===== config.mk =====
export PLATFORM = sky130hd
export DESIGN_NAME = lsu_subword
export DESIGN_NICKNAME = d
export VERILOG_FILES = /design/src/rtl/lsu_pkg.sv /design/src/rtl/lane_merge.sv /design/src/rtl/lsu_subword.sv
export SDC_FILE = /design/constraint.sdc
export NUM_CORES = 1
export LEC_CHECK = 0
export ABC_CLOCK_PERIOD_IN_PS = 5500
export BUFFER_PORTS_ARGS = -buffer_cell sky130_fd_sc_hd__buf_2
export CAP_MARGIN = 20
export CORE_UTILIZATION = 49
export DETAILED_ROUTE_END_ITERATION = 8
export PLACE_DENSITY = 0.78
export SYNTH_ARGS = -nofsm -noshare
export SYNTH_HDL_FRONTEND = slang
export SYNTH_SLANG_ARGS = --single-unit
export TNS_END_PERCENT = 20

===== constraint.sdc =====
create_clock -name clk -period 5.5 [get_ports clk]
set_input_delay 1.1 -clock clk [delete_from_list [all_inputs] [get_ports clk]]
set_output_delay 1.1 -clock clk [all_outputs]
set_load 0.03 [all_outputs]

===== src/rtl/lsu_pkg.sv =====
`default_nettype none
// ============================================================================
//  Module      : lsu_pkg
//  Description : Shared types for the sub-word load/store unit: access-size
//                encoding, controller states and a size-to-bytes helper.
//  Revision    : 1.0 - initial release
// ============================================================================
package lsu_pkg;

   // Access size as presented on req_size
   typedef enum logic [1:0] {
      SZ_WORD   = 2'b00,
      SZ_HALF   = 2'b01,
      SZ_BYTE   = 2'b10,
      SZ_DOUBLE = 2'b11
   } size_e;

   // Controller states
   typedef enum logic [1:0] {
      ST_IDLE = 2'b00,
      ST_RD   = 2'b01,
      ST_WR   = 2'b10,
      ST_RESP = 2'b11
   } state_e;

   // Number of bytes touched by an access of the given size
   function automatic logic [3:0] size_bytes(input size_e sz);
      case (sz)
         SZ_BYTE: size_bytes = 4'd1;
         SZ_HALF: size_bytes = 4'd2;
         SZ_WORD: size_bytes = 4'd4;
         default: size_bytes = 4'd8;
      endcase
   endfunction

endpackage
`default_nettype wire


===== src/rtl/lane_merge.sv =====
`default_nettype none
// ============================================================================
//  Module      : lane_merge
//  Description : Combinational byte-lane handling. Extracts and extends the
//                addressed lanes of a memory word for loads, and merges the
//                low bytes of store data into the addressed lanes for stores.
//  Revision    : 1.0 - initial release
// ============================================================================
module lane_merge
   import lsu_pkg::*;
#(
   parameter int DATA_W = 32
) (
   input  logic [DATA_W-1:0]              base_word,
   input  logic [DATA_W-1:0]              store_data,
   input  logic [$clog2(DATA_W/8)-1:0]    offset,
   input  logic [1:0]                     size,
   input  logic                           sign_ext,
   output logic [DATA_W-1:0]              merged_word,
   output logic [DATA_W-1:0]              load_data
);
   localparam int OFF_W = $clog2(DATA_W/8);

   logic [OFF_W+2:0]  shamt;
   logic [DATA_W-1:0] shifted;
   logic [DATA_W-1:0] lane_mask;
   logic [DATA_W-1:0] lane_bits;
   logic              lane_msb;

   // Right-justify the addressed lanes and build a mask covering the access width
   always_comb begin
      shamt     = {offset, 3'b000};
      shifted   = base_word >> shamt;
      lane_mask = '0;
      lane_msb  = shifted[DATA_W-1];
      case (size_e'(size))
         SZ_BYTE: begin
            lane_mask[7:0] = '1;
            lane_msb       = shifted[7];
         end
         SZ_HALF: begin
            lane_mask[15:0] = '1;
            lane_msb        = shifted[15];
         end
         SZ_WORD: begin
            lane_mask[31:0] = '1;
            lane_msb        = shifted[31];
         end
         default: begin
            lane_mask = '1;
            lane_msb  = shifted[DATA_W-1];
         end
      endcase
      lane_bits = shifted & lane_mask;
   end

   // Load extension and store merge; a full-width mask passes words through unchanged
   always_comb begin
      load_data   = (sign_ext && lane_msb) ? (lane_bits | ~lane_mask) : lane_bits;
      merged_word = (base_word & ~(lane_mask << shamt))
                  | ((store_data & lane_mask) << shamt);
   end

endmodule
`default_nettype wire


===== src/rtl/lsu_subword.sv =====
`default_nettype none
// ============================================================================
//  Module      : lsu_subword
//  Description : Load/store unit front end translating byte/half/word/double
//                CPU accesses into full-word memory transactions, using a
//                read-modify-write sequence for sub-word stores.
//  Revision    : 1.0 - initial release
// ============================================================================
module lsu_subword
   import lsu_pkg::*;
#(
   parameter int DATA_W = 32,
   parameter int ADDR_W = 32
) (
   input  logic              clk,
   input  logic              reset,
   input  logic              req_valid,
   output logic              req_ready,
   input  logic              req_write,
   input  logic [1:0]        req_size,
   input  logic              req_signed,
   input  logic [ADDR_W-1:0] req_addr,
   input  logic [DATA_W-1:0] req_wdata,
   output logic              resp_valid,
   output logic [DATA_W-1:0] resp_rdata,
   output logic              resp_err,
   output logic              mem_req,
   output logic              mem_we,
   output logic [ADDR_W-1:0] mem_addr,
   output logic [DATA_W-1:0] mem_wdata,
   input  logic [DATA_W-1:0] mem_rdata,
   input  logic              mem_ack
);
   localparam int OFF_W = $clog2(DATA_W/8);
   localparam int BYTES = DATA_W/8;

   state_e            state_q, state_d;
   logic              write_q, write_d;
   size_e             size_q, size_d;
   logic              signed_q, signed_d;
   logic [OFF_W-1:0]  off_q, off_d;
   logic [DATA_W-1:0] wdata_q, wdata_d;
   logic [ADDR_W-1:0] mem_addr_q, mem_addr_d;
   logic [DATA_W-1:0] mem_wdata_q, mem_wdata_d;
   logic [DATA_W-1:0] resp_rdata_q, resp_rdata_d;
   logic              resp_err_q, resp_err_d;

   size_e             req_sz;
   logic [OFF_W-1:0]  req_off;
   logic [3:0]        req_nbytes;
   logic              req_err;
   logic              req_full;
   logic [DATA_W-1:0] merged_word;
   logic [DATA_W-1:0] load_data;

   // Classify the incoming request: misaligned/reserved, and full-width or not
   always_comb begin
      req_sz     = size_e'(req_size);
      req_off    = req_addr[OFF_W-1:0];
      req_nbytes = size_bytes(req_sz);
      req_err    = ((req_sz == SZ_DOUBLE) && (DATA_W == 32))
                || ((4'(req_off) & (req_nbytes - 4'd1)) != 4'd0);
      req_full   = (int'(req_nbytes) == BYTES);
   end

   // Lane extract/merge works on the word returned in the read ack cycle
   lane_merge #(
      .DATA_W (DATA_W)
   ) u_lane_merge (
      .base_word   (mem_rdata),
      .store_data  (wdata_q),
      .offset      (off_q),
      .size        (size_q),
      .sign_ext    (signed_q),
      .merged_word (merged_word),
      .load_data   (load_data)
   );

   // Next-state logic; all captured fields hold unless explicitly updated
   always_comb begin
      state_d      = state_q;
      write_d      = write_q;
      size_d       = size_q;
      signed_d     = signed_q;
      off_d        = off_q;
      wdata_d      = wdata_q;
      mem_addr_d   = mem_addr_q;
      mem_wdata_d  = mem_wdata_q;
      resp_rdata_d = resp_rdata_q;
      resp_err_d   = resp_err_q;
      case (state_q)
         ST_IDLE: begin
            if (req_valid) begin
               write_d    = req_write;
               size_d     = req_sz;
               signed_d   = req_signed;
               off_d      = req_off;
               wdata_d    = req_wdata;
               mem_addr_d = {req_addr[ADDR_W-1:OFF_W], {OFF_W{1'b0}}};
               if (req_err) begin
                  resp_err_d   = 1'b1;
                  resp_rdata_d = '0;
                  state_d      = ST_RESP;
               end else if (!req_write || !req_full) begin
                  state_d = ST_RD;
               end else begin
                  mem_wdata_d = req_wdata;
                  state_d     = ST_WR;
               end
            end
         end
         ST_RD: begin
            if (mem_ack) begin
               if (!write_q) begin
                  resp_rdata_d = load_data;
                  resp_err_d   = 1'b0;
                  state_d      = ST_RESP;
               end else begin
                  mem_wdata_d = merged_word;
                  state_d     = ST_WR;
               end
            end
         end
         ST_WR: begin
            if (mem_ack) begin
               resp_rdata_d = '0;
               resp_err_d   = 1'b0;
               state_d      = ST_RESP;
            end
         end
         default: begin
            state_d = ST_IDLE;
         end
      endcase
   end

   // State and datapath registers with synchronous reset
   always_ff @(posedge clk) begin
      if (reset) begin
         state_q      <= ST_IDLE;
         write_q      <= 1'b0;
         size_q       <= SZ_WORD;
         signed_q     <= 1'b0;
         off_q        <= '0;
         wdata_q      <= '0;
         mem_addr_q   <= '0;
         mem_wdata_q  <= '0;
         resp_rdata_q <= '0;
         resp_err_q   <= 1'b0;
      end else begin
         state_q      <= state_d;
         write_q      <= write_d;
         size_q       <= size_d;
         signed_q     <= signed_d;
         off_q        <= off_d;
         wdata_q      <= wdata_d;
         mem_addr_q   <= mem_addr_d;
         mem_wdata_q  <= mem_wdata_d;
         resp_rdata_q <= resp_rdata_d;
         resp_err_q   <= resp_err_d;
      end
   end

   // Handshake and strobe outputs decode directly from the registered state
   always_comb begin
      req_ready  = (state_q == ST_IDLE);
      mem_req    = (state_q == ST_RD) || (state_q == ST_WR);
      mem_we     = (state_q == ST_WR);
      resp_valid = (state_q == ST_RESP);
      mem_addr   = mem_addr_q;
      mem_wdata  = mem_wdata_q;
      resp_rdata = resp_rdata_q;
      resp_err   = resp_err_q;
   end

endmodule
`default_nettype wire

==> results of run 1 <==
==> layout by cell type (no fill, tap or decap), drive strengths merged, types with 16 or more instances in the layout <==
cell    netlist  routed
clkbuf       43      22
nor2         27      27
a32oi        22      22
nand3        16      16
dfxtp       135     135
o21ai        34      34
mux2i        28      28
buf          34     210
o211ai       23      23
nor2b        26      26
a21oi       119     119
nand2       182     182
inv          18      18
==> worst max-delay path: stages, from the launching register on <==
cell and delay (ns):
dfxtp_1 0.38, inv_1 0.08, ha_2 0.16, buf_4 0.31, o21bai_1 0.27, nor3b_4 0.30, and3_1 0.66, and3b_1 0.58
nand2b_1 0.18
==> metal layers <==
metal / GRT usage / wire length (um) / share of wire / up-vias
met2: 0.474 / 9810 / 0.46 / 375
li1: - / - / - / 3259
met4: 0.131 / 567 / 0.027 / 2
met1: 0.371 / 8700 / 0.41 / 3199
met5: 0 / 10 / 0.00047 / -
met3: 0.0801 / 2030 / 0.096 / 47
==> cell families (layout without fill, tap and decap cells) <==
family                   Yosys count  after routing  share of synthesized area
AND/OR/NAND/NOR                  288            288                      0.197
adder cells (fa/ha/maj)           10             10                     0.0189
multiplexers                      28             28                     0.0422
buffers and inverters             95            259                     0.0630
other                              1              2                   0.000565
flip-flops                       135            135                      0.407
AO/OA/AOI/OAI                    276            276                      0.271
==> cell usage after synthesis (3+ instances only) <==
library cell,number,share of area
buf_1,7,0.0040
nor2_1,27,0.015
buf_4,6,0.0068
o21ai_0,34,0.026
nand2b_1,13,0.012
mux2i_1,28,0.042
o211ai_1,23,0.026
nor2b_1,26,0.025
ha_1,10,0.019
a211o_1,8,0.011
nand3b_1,3,0.0034
nor3b_1,8,0.0091
a31oi_1,8,0.0075
a221o_1,15,0.023
nand2_1,182,0.10
a22o_1,8,0.011
a21oi_1,119,0.090
o22ai_1,9,0.0085
inv_1,18,0.010
a222oi_1,7,0.011
buf_2,19,0.014
dfxtp_1,135,0.41
a32oi_1,22,0.029
clkbuf_1,43,0.024
nand3_1,16,0.012
a21o_1,8,0.0091
==> final cells by class <==
cell class,instances,share of cell area
Tap cell,176,0.0269
Multi-Input combinational cell,604,0.433
Clock inverter,9,0.0122
Timing Repair Buffer,210,0.131
Clock buffer,22,0.0579
Sequential cell,135,0.331
Inverter,18,0.00826
==> power by group <==
| part | internal (W) | switching (W) |
|---|---|---|
| clock | 0.000696 | 0.000418 |
| combinational | 0.000511 | 0.00116 |
| sequential | 0.00117 | 0.000136 |
==> registers in the layout, indices dropped and copies added (netlist names) <==
| register | count |
|---|---|
| resp_err | 1 |
| mem_addr | 30 |
| state_q | 2 |
| write_q | 1 |
| wdata_q | 32 |
| resp_rdata | 32 |
| off_q | 2 |
| signed_q | 1 |
| size_q | 2 |
| mem_wdata | 32 |
==> final timing paths <==
check	startpoint	end	cells after the start	slack [ns]
setup / recovery	state_q[1]$_SDFFE_PP0P_	resp_rdata[26]$_SDFFE_PP0P_	8	2.50
hold / removal	mem_wdata[24]$_SDFFE_PP0P_	mem_wdata[24]$_SDFFE_PP0P_	2	0.45
setup reg to reg	state_q[1]$_SDFFE_PP0P_	resp_rdata[26]$_SDFFE_PP0P_	8	2.50
hold reg to reg	mem_wdata[24]$_SDFFE_PP0P_	mem_wdata[24]$_SDFFE_PP0P_	2	0.45
==> per-stage QoR <==
step	hold slack, ns	total power (W)
finish	0.445	0.00410
global route	0.463	0.00430
CTS	0.450	0.00409
detailed placement	0.443	0.00297
global placement	0.437	0.00296
floorplan	0.436	0.00253
==> metrics.md, run 1 <==
| Metric | Value |
|---|---|
| Required @ worst endpoint | 5.86 ns |
| Unique masters post-synth | 51 |
| CTS Buffer Depth | 2 |
| Leak Pwr | 3.54 nW |
| # Post-CTS Setup Buffers | 0 |
| Asr flop ratio synth | 0 |
| Worst hold path type | reg2reg |
| PortBufs | 202 |
| Critical path class | reg2reg |
| Layout area overhead | 23.3% |
| Crit share post-route | 0.545 |
| Post-cts repair resize count | 0 |
| Initial DRT Pass Iterations | 7 |
| Multi-input gate area | 0.00354 mm2 |
| Routed Antenna Nets | 0 |
| Non-Filler Instances | 1174 |
| Hpwl dp | 14500 um |
| Min Clock Period, post-route | 3.00 ns |
| Filler Cell Count | 1212 |
| Core area | 0.0132 mm2 |
| GR Overflow Total | 0 |
| Clock sinks | 135 |
| NumNets Final | 1100 |
| Detailed Route Iter0 Violations | 780 |
| Via density | 5.86 |
| Post-synth EDFFs | 0 |
| Max IR drop VDD | 0.000212 V |
| Clk slew on worst S/H paths | 0.06 ns |
| GPL Wtd Cong | 0.910 |
| Util after Layout | 0.618 |
| Vias in the first global route | 6230 |
| Total GRT Usage | 0.296 |
| Global-route wire length before repair | 32400 um |
| Initial core utilization | 0.501 |
| Clk_skew | 0.00494 ns |
| Drt wl/cell | 18.0 um |
| Pre-CTS WS | 2.19 ns |
| Vias | 6882 |
| Yosys warning total | 0 |
| Least-Margin Pin Slew | 1.12 ns |
| Placed cell count | 1143 |
| ANT cells | 0 |
| Synthesized area | 0.00664 mm2 |
| I/O pin cnt | 205 |
| Outcome | completed |
| Synth Instances | 833 |
| Worst-Skew Late Latency | 0.42 ns |
| Die height | 118 um |
| Sequential area share after synthesis | 0.407 |
| Startpoint types | flip-flop |
| Reg area | 0.00271 mm2 |
| Ys flop type | dfxtp_1 |
| CP Max Fanout | 64 |
| Max transition margin | 0.249 |
| Root buf cell | clkbuf_16 |
| Worst setup EP type | flip-flop |
| Max-cap violations | 0 |
| Die ar. | 0.0140 mm2 |
| CTS buffer count | 17 |
| Max H-tree Level | 4 |
| #FFs+latches synth | 135 |
| Row Count | 42 |
| Share of layout cells above drive strength 1 | 0.254 |
| Post-DP Area | 0.00761 mm2 |
| Initial antenna violation count | 1 |
| Die Span X | 118 um |
| DRC | 0 |
| Largest net degree at the start of global routing | 104 |
| Post-route setup slack | 2.50 ns |
| Pwr dens | 501 mW/mm2 |
| Final slew viol count | 0 |
| # setup viols final | 0 |
| Finished Cell Area | 0.00818 mm2 |
| Maximum clock rate | 0.334 GHz |
| CTS tree | yes |
| Final hold violation count | 0 |
| RSZ-0062 raised after global routing | no |
| Hold-fix buffer count after cts | 0 |
| Final wirelength | 21100 um |
| Syn_area_per_cell | 7.97 um2 |
| CP arrival | 3.35 ns |
| Setup tns final | 0 ns |
Power figures use the tool's default switching activity.
==> run 2, diff against run 1 <==
Settings changed: ABC_AREA set to 1, ABC_CLOCK_PERIOD_IN_PS 5500 to 3100.
Clock period 5.5 ns to 3.1 ns, I/O delays scaled along.
==> run 2 against run 1 <==
Via count grew 4.4%. Combinational power is 110% higher. Maximum frequency up 29%. Total power is 90% higher. Non-clock buffer count rose by 3. Hold slack worse by 0.010 ns. Critical path depth grew 4. Clock skew is 0.0025 ns higher. Global-route usage rose by 0.80 points. Routed wire length fell by 1.1%. First-iteration DRC count increased by 3.7%. Sequential share of layout area shrank 0.071 points. Largest power group unchanged.
==> metrics.md, run 2 <==
| Metric | Value |
|---|---|
| Outcome | completed (unchanged) |
| Worst path most repeated cell | nand2_1 |
| Worst hold path type | in2reg (was reg2reg) |
| CP arrival | 2.66 ns (was 3.35 ns) |
| Root buf cell | clkbuf_16 (unchanged) |
| Sequential fraction of design power | 0.298 (was 0.319) |
| Sequential area share after synthesis | 0.409 (was 0.407) |
| Most used routing layer | met2 (unchanged) |
| Commonest non-fill, non-tap cell in the layout | nand2_1 (was buf_2) |
| # setup viols final | 0 (unchanged) |
| DRC | 0 (unchanged) |
| RSZ-0062 raised after global routing | no (unchanged) |
| Maximum clock rate | 0.430 GHz (was 0.334 GHz) |
| Syn_area_per_cell | 6.89 um2 (was 7.97 um2) |
| Synth top cells by count | nand2_1, dfxtp_1, a21oi_1, nor2_1, nand3_1 (was nand2_1, dfxtp_1, a21oi_1, clkbuf_1, o21ai_0) |
| Clock power share | 0.259 (was 0.272) |
| #FFs+latches synth | 135 (unchanged) |
| Met2 usage | 0.469 (was 0.474) |
| Routed Antenna Nets | 0 (unchanged) |
| GRT met3 Usage | 0.0780 (was 0.0801) |
| Asr flop ratio synth | 0 (unchanged) |
| Max-cap violations | 0 (unchanged) |
| Initial antenna violation count | 0 (was 1) |
| Min Clock Period, post-route | 2.32 ns (was 3.00 ns) |
| Drt wl/cell | 16.0 um (was 18.0 um) |
| Share of layout cells above drive strength 1 | 0.231 (was 0.254) |
| GR Overflow Total | 0 (unchanged) |
| Detailed Route Iter0 Violations | 809 (was 780) |
| Ys flop type | dfxtp_1 (unchanged) |
| Clock sinks | 135 (unchanged) |
| Most numerous cell in the Yosys netlist | nand2_1 (unchanged) |
| CP Max Fanout | 37 (was 64) |
| Vias in the first global route | 6618 (was 6230) |
| Row Count | 42 (unchanged) |
| CP Launch Point | state_q[1]$_SDFFE_PP0P_ (unchanged) |
| R2R setup slack | 0.78 ns (was 2.50 ns) |
| Largest net degree at the start of global routing | 77 (was 104) |
| Top cell type's share of synthesized area | 0.409 (was 0.407) |
| Final wirelength | 20900 um (was 21100 um) |
| NumNets Final | 1233 (was 1100) |
| Vias | 7183 (was 6882) |
| Area contributors post-synth | dfxtp_1, nand2_1, a21oi_1 (unchanged) |
| Layout area overhead | 24.0% (was 23.3%) |
| Unique masters post-synth | 41 (was 51) |
| Hold-fix buffer count after cts | 0 (unchanged) |
| Post-cts repair resize count | 0 (unchanged) |
| Initial core utilization | 0.501 (about the same) |
| Critical path class | reg2reg (unchanged) |
| Final hold violation count | 0 (unchanged) |
| CTS buffer count | 17 (unchanged) |
| Yosys warning total | 0 (unchanged) |
| Filler Cell Count | 1276 (was 1212) |
| Combinational power share | 0.443 (was 0.409) |
| Die ar. | 0.0140 mm2 (about the same) |
| CP Capture Point | mem_wdata[10]$_SDFFE_PP0P_ (was resp_rdata[26]$_SDFFE_PP0P_) |
| PortBufs | 202 (unchanged) |
| Largest area contributor in the netlist | dfxtp_1 (unchanged) |
| Slowest stage delay, CP | 0.38 ns (was 0.66 ns) |
| Final slew viol count | 0 (unchanged) |
| Delay-heaviest family, CP | buffers and inverters (was simple AND/OR/NAND/NOR gates) |
| CTS tree | yes (unchanged) |
| Worst path bufs/invs | 4 (was 2) |
| Via density | 5.50 (was 5.86) |
| Required @ worst endpoint | 3.44 ns (was 5.86 ns) |
| Setup tns final | 0 ns (unchanged) |
| CP Depth | 12 (was 8) |
| Global-route wire length before repair | 33400 um (was 32400 um) |
| Pwr dens | 952 mW/mm2 (was 501 mW/mm2) |
| Die Span X | 118 um (about the same) |
| Worst R2R Path Depth | 12 (was 8) |
| Hpwl dp | 14800 um (was 14500 um) |
| Clk_skew | 0.00746 ns (was 0.00494 ns) |
| Total GRT Usage | 0.304 (was 0.296) |
| Final Power | 0.00780 W (was 0.00410 W) |
| WHS | 0.435 ns (was 0.445 ns) |
| Max transition margin | 0.334 (was 0.249) |
| Initial DRT Pass Iterations | 5 (was 7) |
| Sw frac | 0.446 (was 0.419) |
| NetSw | 0.00348 W (was 0.00172 W) |
| # Post-CTS Setup Buffers | 0 (unchanged) |
| Worst setup EP type | flip-flop (unchanged) |
| Max IR drop VDD | 0.000413 V (was 0.000212 V) |
| ANT cells | 0 (unchanged) |
| Met1 GRT Util | 0.392 (was 0.371) |
| FF-to-FF End | mem_wdata[10]$_SDFFE_PP0P_ (was resp_rdata[26]$_SDFFE_PP0P_) |
| Post-DP Area | 0.00760 mm2 (was 0.00761 mm2) |
| Crit-path slowest cell | dfxtp_1 (was and3_1) |
| Worst reg2reg path startpoint | state_q[1]$_SDFFE_PP0P_ (unchanged) |
| Worst-Skew Late Latency | 0.43 ns (was 0.42 ns) |
| Pint | 0.00432 W (was 0.00238 W) |
| Clk slew on worst S/H paths | 0.06 ns (about the same) |
| Startpoint types | flip-flop (unchanged) |
| GPL Wtd Cong | 0.950 (was 0.910) |
| Least-Margin Pin Slew | 0.999 ns (was 1.12 ns) |
| Synth Instances | 959 (was 833) |
| Most frequent cells in the layout | nand2_1, buf_2, dfxtp_1, a21oi_1, nor2_1 (was buf_2, nand2_1, dfxtp_1, a21oi_1, o21ai_0) |
| Worst-path cell chain | inv_1 -> ha_1 -> buf_4 -> nand2_1 -> nand2_1 -> inv_2 -> o21ai_1 -> nor2_2 -> nand2_4 -> inv_4 -> nor2_1 -> a211oi_1 (was inv_1 -> ha_2 -> buf_4 -> o21bai_1 -> nor3b_4 -> and3_1 -> and3b_1 -> nand2b_1) |
| Finished Cell Area | 0.00819 mm2 (was 0.00818 mm2) |
| Post-synth EDFFs | 0 (unchanged) |
| CTS Buffer Depth | 2 (unchanged) |
| Leak Pwr | 3.67 nW (was 3.54 nW) |
| Core area | 0.0132 mm2 (about the same) |
| Synthesized area | 0.00661 mm2 (was 0.00664 mm2) |
| Crit share post-route | 0.749 (was 0.545) |
| Post-route setup slack | 0.777 ns (was 2.50 ns) |
| Die height | 118 um (about the same) |
| Max H-tree Level | 4 (unchanged) |
| I/O pin cnt | 205 (unchanged) |
| Pre-CTS WS | 0.683 ns (was 2.19 ns) |
-- run 2: cell count changes after synthesis, moves of 22 or more --
cell	before	now
nand2_1	182	326
nor2_1	27	66
nand3_1	16	46
nor2b_1	26	0
mux2i_1	28	3
a32oi_1	22	0
-- run 2: worst reg2reg max path, stage by stage (launching register included) --
cell,delay (ns)
dfxtp_1,0.38
inv_1,0.08
ha_1,0.23
buf_4,0.26
nand2_1,0.11
nand2_1,0.06
inv_2,0.06
o21ai_1,0.07
nor2_2,0.16
nand2_4,0.24
inv_4,0.32
nor2_1,0.07
a211oi_1,0.18
-- run 2: worst min-delay path by stage --
| stage | start | to | cells past startpoint |
|---|---|---|---|
| floorplan | wdata_q[11]$_SDFFE_PP0P_ | wdata_q[11]$_SDFFE_PP0P_ | 2 |
| global placement | mem_addr[21]$_SDFFE_PP0P_ | mem_addr[21]$_SDFFE_PP0P_ | 2 |
| detailed placement | mem_addr[27]$_SDFFE_PP0P_ | mem_addr[27]$_SDFFE_PP0P_ | 2 |
| CTS | req_addr[16] | mem_addr[16]$_SDFFE_PP0P_ | 3 |
| global route | req_addr[24] | mem_addr[24]$_SDFFE_PP0P_ | 3 |
| finish | req_addr[5] | mem_addr[5]$_SDFFE_PP0P_ | 3 |
-- run 2: cell type report --
type	count	area (um2)	share of cell area
Clock inverter	11	125	0.0153
Clock buffer	20	467	0.0570
Multi-Input combinational cell	717	3430	0.419
Inverter	35	136	0.0166
Sequential cell	135	2700	0.330
Timing Repair Buffer	213	1110	0.135
Tap cell	176	220	0.0269
-- run 2: cell families (layout without fill, tap and decap cells) --
| kind of cell | count (synthesis) | count (layout) | synth area share |
|---|---|---|---|
| AOI/OAI and AO/OA | 250 | 250 | 0.218 |
| adders and majority gates | 10 | 10 | 0.0189 |
| DFF | 135 | 135 | 0.409 |
| muxes | 3 | 3 | 0.00455 |
| other | 1 | 2 | 0.000568 |
| and+or+nand+nor | 452 | 452 | 0.277 |
| buffers and inverters | 108 | 279 | 0.0720 |
-- run 2: power by group through the flow --
| stage | Sequential, W | Combinational (W) | Clock [W] |
|---|---|---|---|
| final | 0.00233 | 0.00345 | 0.00202 |
| after global routing | 0.00237 | 0.00378 | 0.00211 |
| after global placement | 0.00235 | 0.00337 | 0 |
| after floorplan | 0.00284 | 0.00203 | 0 |
| after CTS | 0.00233 | 0.00341 | 0.00203 |
| after detailed placement | 0.00236 | 0.00340 | 0 |
-- run 2: per-stage QoR --
stage,instances,utilization
floorplan,960,-
global placement,1276,0.576
detailed placement,1276,0.576
CTS,1307,0.621
global route,1307,0.621
finish,1307,0.621
-- run 2: layer usage --
metal  part of all wire  vias up
met4              0.041        0
met3              0.090       58
li1                   -     3511
met1               0.42     3239
met2               0.45      375
met5                  0        -
==> run 3, diff against run 2 <==
Settings changed: ABC_CLOCK_PERIOD_IN_PS 3100 to 2350.
Clock period 3.1 ns to 2.35 ns, I/O delays scaled along.
==> run 3 against run 2 <==
Via count up 2.1%. Critical path depth down 1. Cell area up 2.2%. Sequential share of layout area down 0.72 points. Non-clock buffer count up 12. Critical path type unchanged. Largest cell class unchanged.
==> metrics.md, run 3 (synthesis results as in run 2) <==
| Metric | Value |
|---|---|
| Max-cap violations | 0 (unchanged) |
| Final Power | 0.0108 W (was 0.00780 W) |
| Worst setup EP type | flip-flop (unchanged) |
| Setup tns final | 0 ns (unchanged) |
| Commonest non-fill, non-tap cell in the layout | nand2_1 (unchanged) |
| Post-DP Area | 0.00770 mm2 (was 0.00760 mm2) |
| Max IR drop VDD | 0.000662 V (was 0.000413 V) |
| Maximum clock rate | 0.466 GHz (was 0.430 GHz) |
| Initial core utilization | 0.501 (unchanged) |
| Clock sinks | 135 (unchanged) |
| Post-route setup slack | 0.202 ns (was 0.777 ns) |
| Clk_skew | 0.00999 ns (was 0.00746 ns) |
| Sw frac | 0.429 (was 0.446) |
| PortBufs | 202 (unchanged) |
| Clock power share | 0.282 (was 0.259) |
| Outcome | completed (unchanged) |
| DRC | 0 (unchanged) |
| Row Count | 42 (unchanged) |
| Root buf cell | clkbuf_16 (unchanged) |
| Final wirelength | 21200 um (was 20900 um) |
| WHS | 0.286 ns (was 0.435 ns) |
| Detailed Route Iter0 Violations | 667 (was 809) |
| Hpwl dp | 15500 um (was 14800 um) |
| GR Overflow Total | 0 (unchanged) |
| RSZ-0062 raised after global routing | no (unchanged) |
| Min Clock Period, post-route | 2.15 ns (was 2.32 ns) |
| Pwr dens | 1290 mW/mm2 (was 952 mW/mm2) |
| Drt wl/cell | 16.1 um (was 16.0 um) |
| CTS buffer count | 17 (unchanged) |
| Crit share post-route | 0.914 (was 0.749) |
| Critical path class | reg2reg (unchanged) |
| Vias | 7334 (was 7183) |
| Finished Cell Area | 0.00838 mm2 (was 0.00819 mm2) |
| Largest net degree at the start of global routing | 75 (was 77) |
| ANT cells | 0 (unchanged) |
| CP Max Fanout | 32 (was 37) |
| Initial antenna violation count | 1 (was 0) |
| Total GRT Usage | 0.312 (was 0.304) |
| Share of layout cells above drive strength 1 | 0.240 (was 0.231) |
| Die ar. | 0.0140 mm2 (unchanged) |
| Routed Antenna Nets | 0 (unchanged) |
| Clk slew on worst S/H paths | 0.06 ns (about the same) |
| Layout area overhead | 26.8% (was 24.0%) |
| Combinational power share | 0.432 (was 0.443) |
| Initial DRT Pass Iterations | 6 (was 5) |
| CTS Buffer Depth | 2 (unchanged) |
| I/O pin cnt | 205 (unchanged) |
| Sequential fraction of design power | 0.286 (was 0.298) |
| Final hold violation count | 0 (unchanged) |
| Most frequent cells in the layout | nand2_1, buf_2, dfxtp_1, a21oi_1, nor2_1 (unchanged) |
| Required @ worst endpoint | 2.70 ns (was 3.44 ns) |
| Max H-tree Level | 4 (unchanged) |
| CTS tree | yes (unchanged) |
| Post-cts repair resize count | 0 (unchanged) |
| Final slew viol count | 0 (unchanged) |
| Global-route wire length before repair | 34200 um (was 33400 um) |
| Die Span X | 118 um (unchanged) |
| Pre-CTS WS | 0.212 ns (was 0.683 ns) |
| CP arrival | 2.50 ns (was 2.66 ns) |
| Leak Pwr | 3.78 nW (was 3.67 nW) |
| NetSw | 0.00463 W (was 0.00348 W) |
| GPL Wtd Cong | 0.941 (was 0.950) |
| Vias in the first global route | 6821 (was 6618) |
| Worst-Skew Late Latency | 0.43 ns (about the same) |
| # Post-CTS Setup Buffers | 0 (unchanged) |
| Startpoint types | flip-flop (unchanged) |
| Worst hold path type | in2reg (unchanged) |
| NumNets Final | 1245 (was 1233) |
| Via density | 5.56 (was 5.50) |
| # setup viols final | 0 (unchanged) |
| Hold-fix buffer count after cts | 0 (unchanged) |
| Core area | 0.0132 mm2 (unchanged) |
| Pint | 0.00615 W (was 0.00432 W) |
| Die height | 118 um (unchanged) |
run 3: through the flow:
step,util,std cells
floorplan,-,960
global placement,0.584,1288
detailed placement,0.584,1288
CTS,0.635,1320
global route,0.635,1320
finish,0.635,1320
run 3: final cells by class:
type                            instances  area [um2]
Fill cell                            1243        4810
Multi-Input combinational cell        717        3430
Sequential cell                       135        2700
Timing Repair Buffer                  225        1210
Clock buffer                           17         425
Clock inverter                         15         248
Tap cell                              176         220
Inverter                               35         136
run 3: metal layers:
| layer | vias to the layer above | wire length (um) | part of all wire | GRT usage |
|---|---|---|---|---|
| li1 | 3549 | - | - | - |
| met1 | 3343 | 8750 | 0.41 | 0.385 |
| met2 | 370 | 9650 | 0.46 | 0.493 |
| met3 | 70 | 2000 | 0.094 | 0.0911 |
| met4 | 2 | 794 | 0.037 | 0.163 |
| met5 | - | 11 | 0.00052 | 0 |
run 3: power by group through the flow:
stage	logic, W	clock network [W]	registers, W
3_3_place_gp	0.00456	0	0.00311
3_5_place_dp	0.00457	0	0.00312
4_1_cts	0.00462	0.00308	0.00308
5_1_grt	0.00508	0.00321	0.00314
6_report	0.00466	0.00304	0.00308
2_1_floorplan	0.00268	0	0.00375
run 3: critical path, stage by stage, from the launching register on:
cell and delay (ns):
dfxtp_1 0.38, inv_1 0.09, ha_1 0.35, nand2_1 0.13, nand2_1 0.06, inv_2 0.05, nand2_2 0.07, nor2_4 0.14
nand3_4 0.12, nor2_8 0.36, nand3_1 0.16, a21oi_1 0.15
run 3: worst paths after layout:
path                            depth (start not counted)                startpoint  slack (ns)                          end
worst max-delay path                                   11   state_q[1]$_SDFFE_PP0P_        0.20  resp_rdata[16]$_SDFFE_PP0P_
worst max register to register                         11   state_q[1]$_SDFFE_PP0P_        0.20  resp_rdata[16]$_SDFFE_PP0P_
worst min-delay path                                    3              req_addr[30]        0.29    mem_addr[30]$_SDFFE_PP0P_
worst min register to register                          2  mem_addr[9]$_SDFFE_PP0P_        0.46     mem_addr[9]$_SDFFE_PP0P_
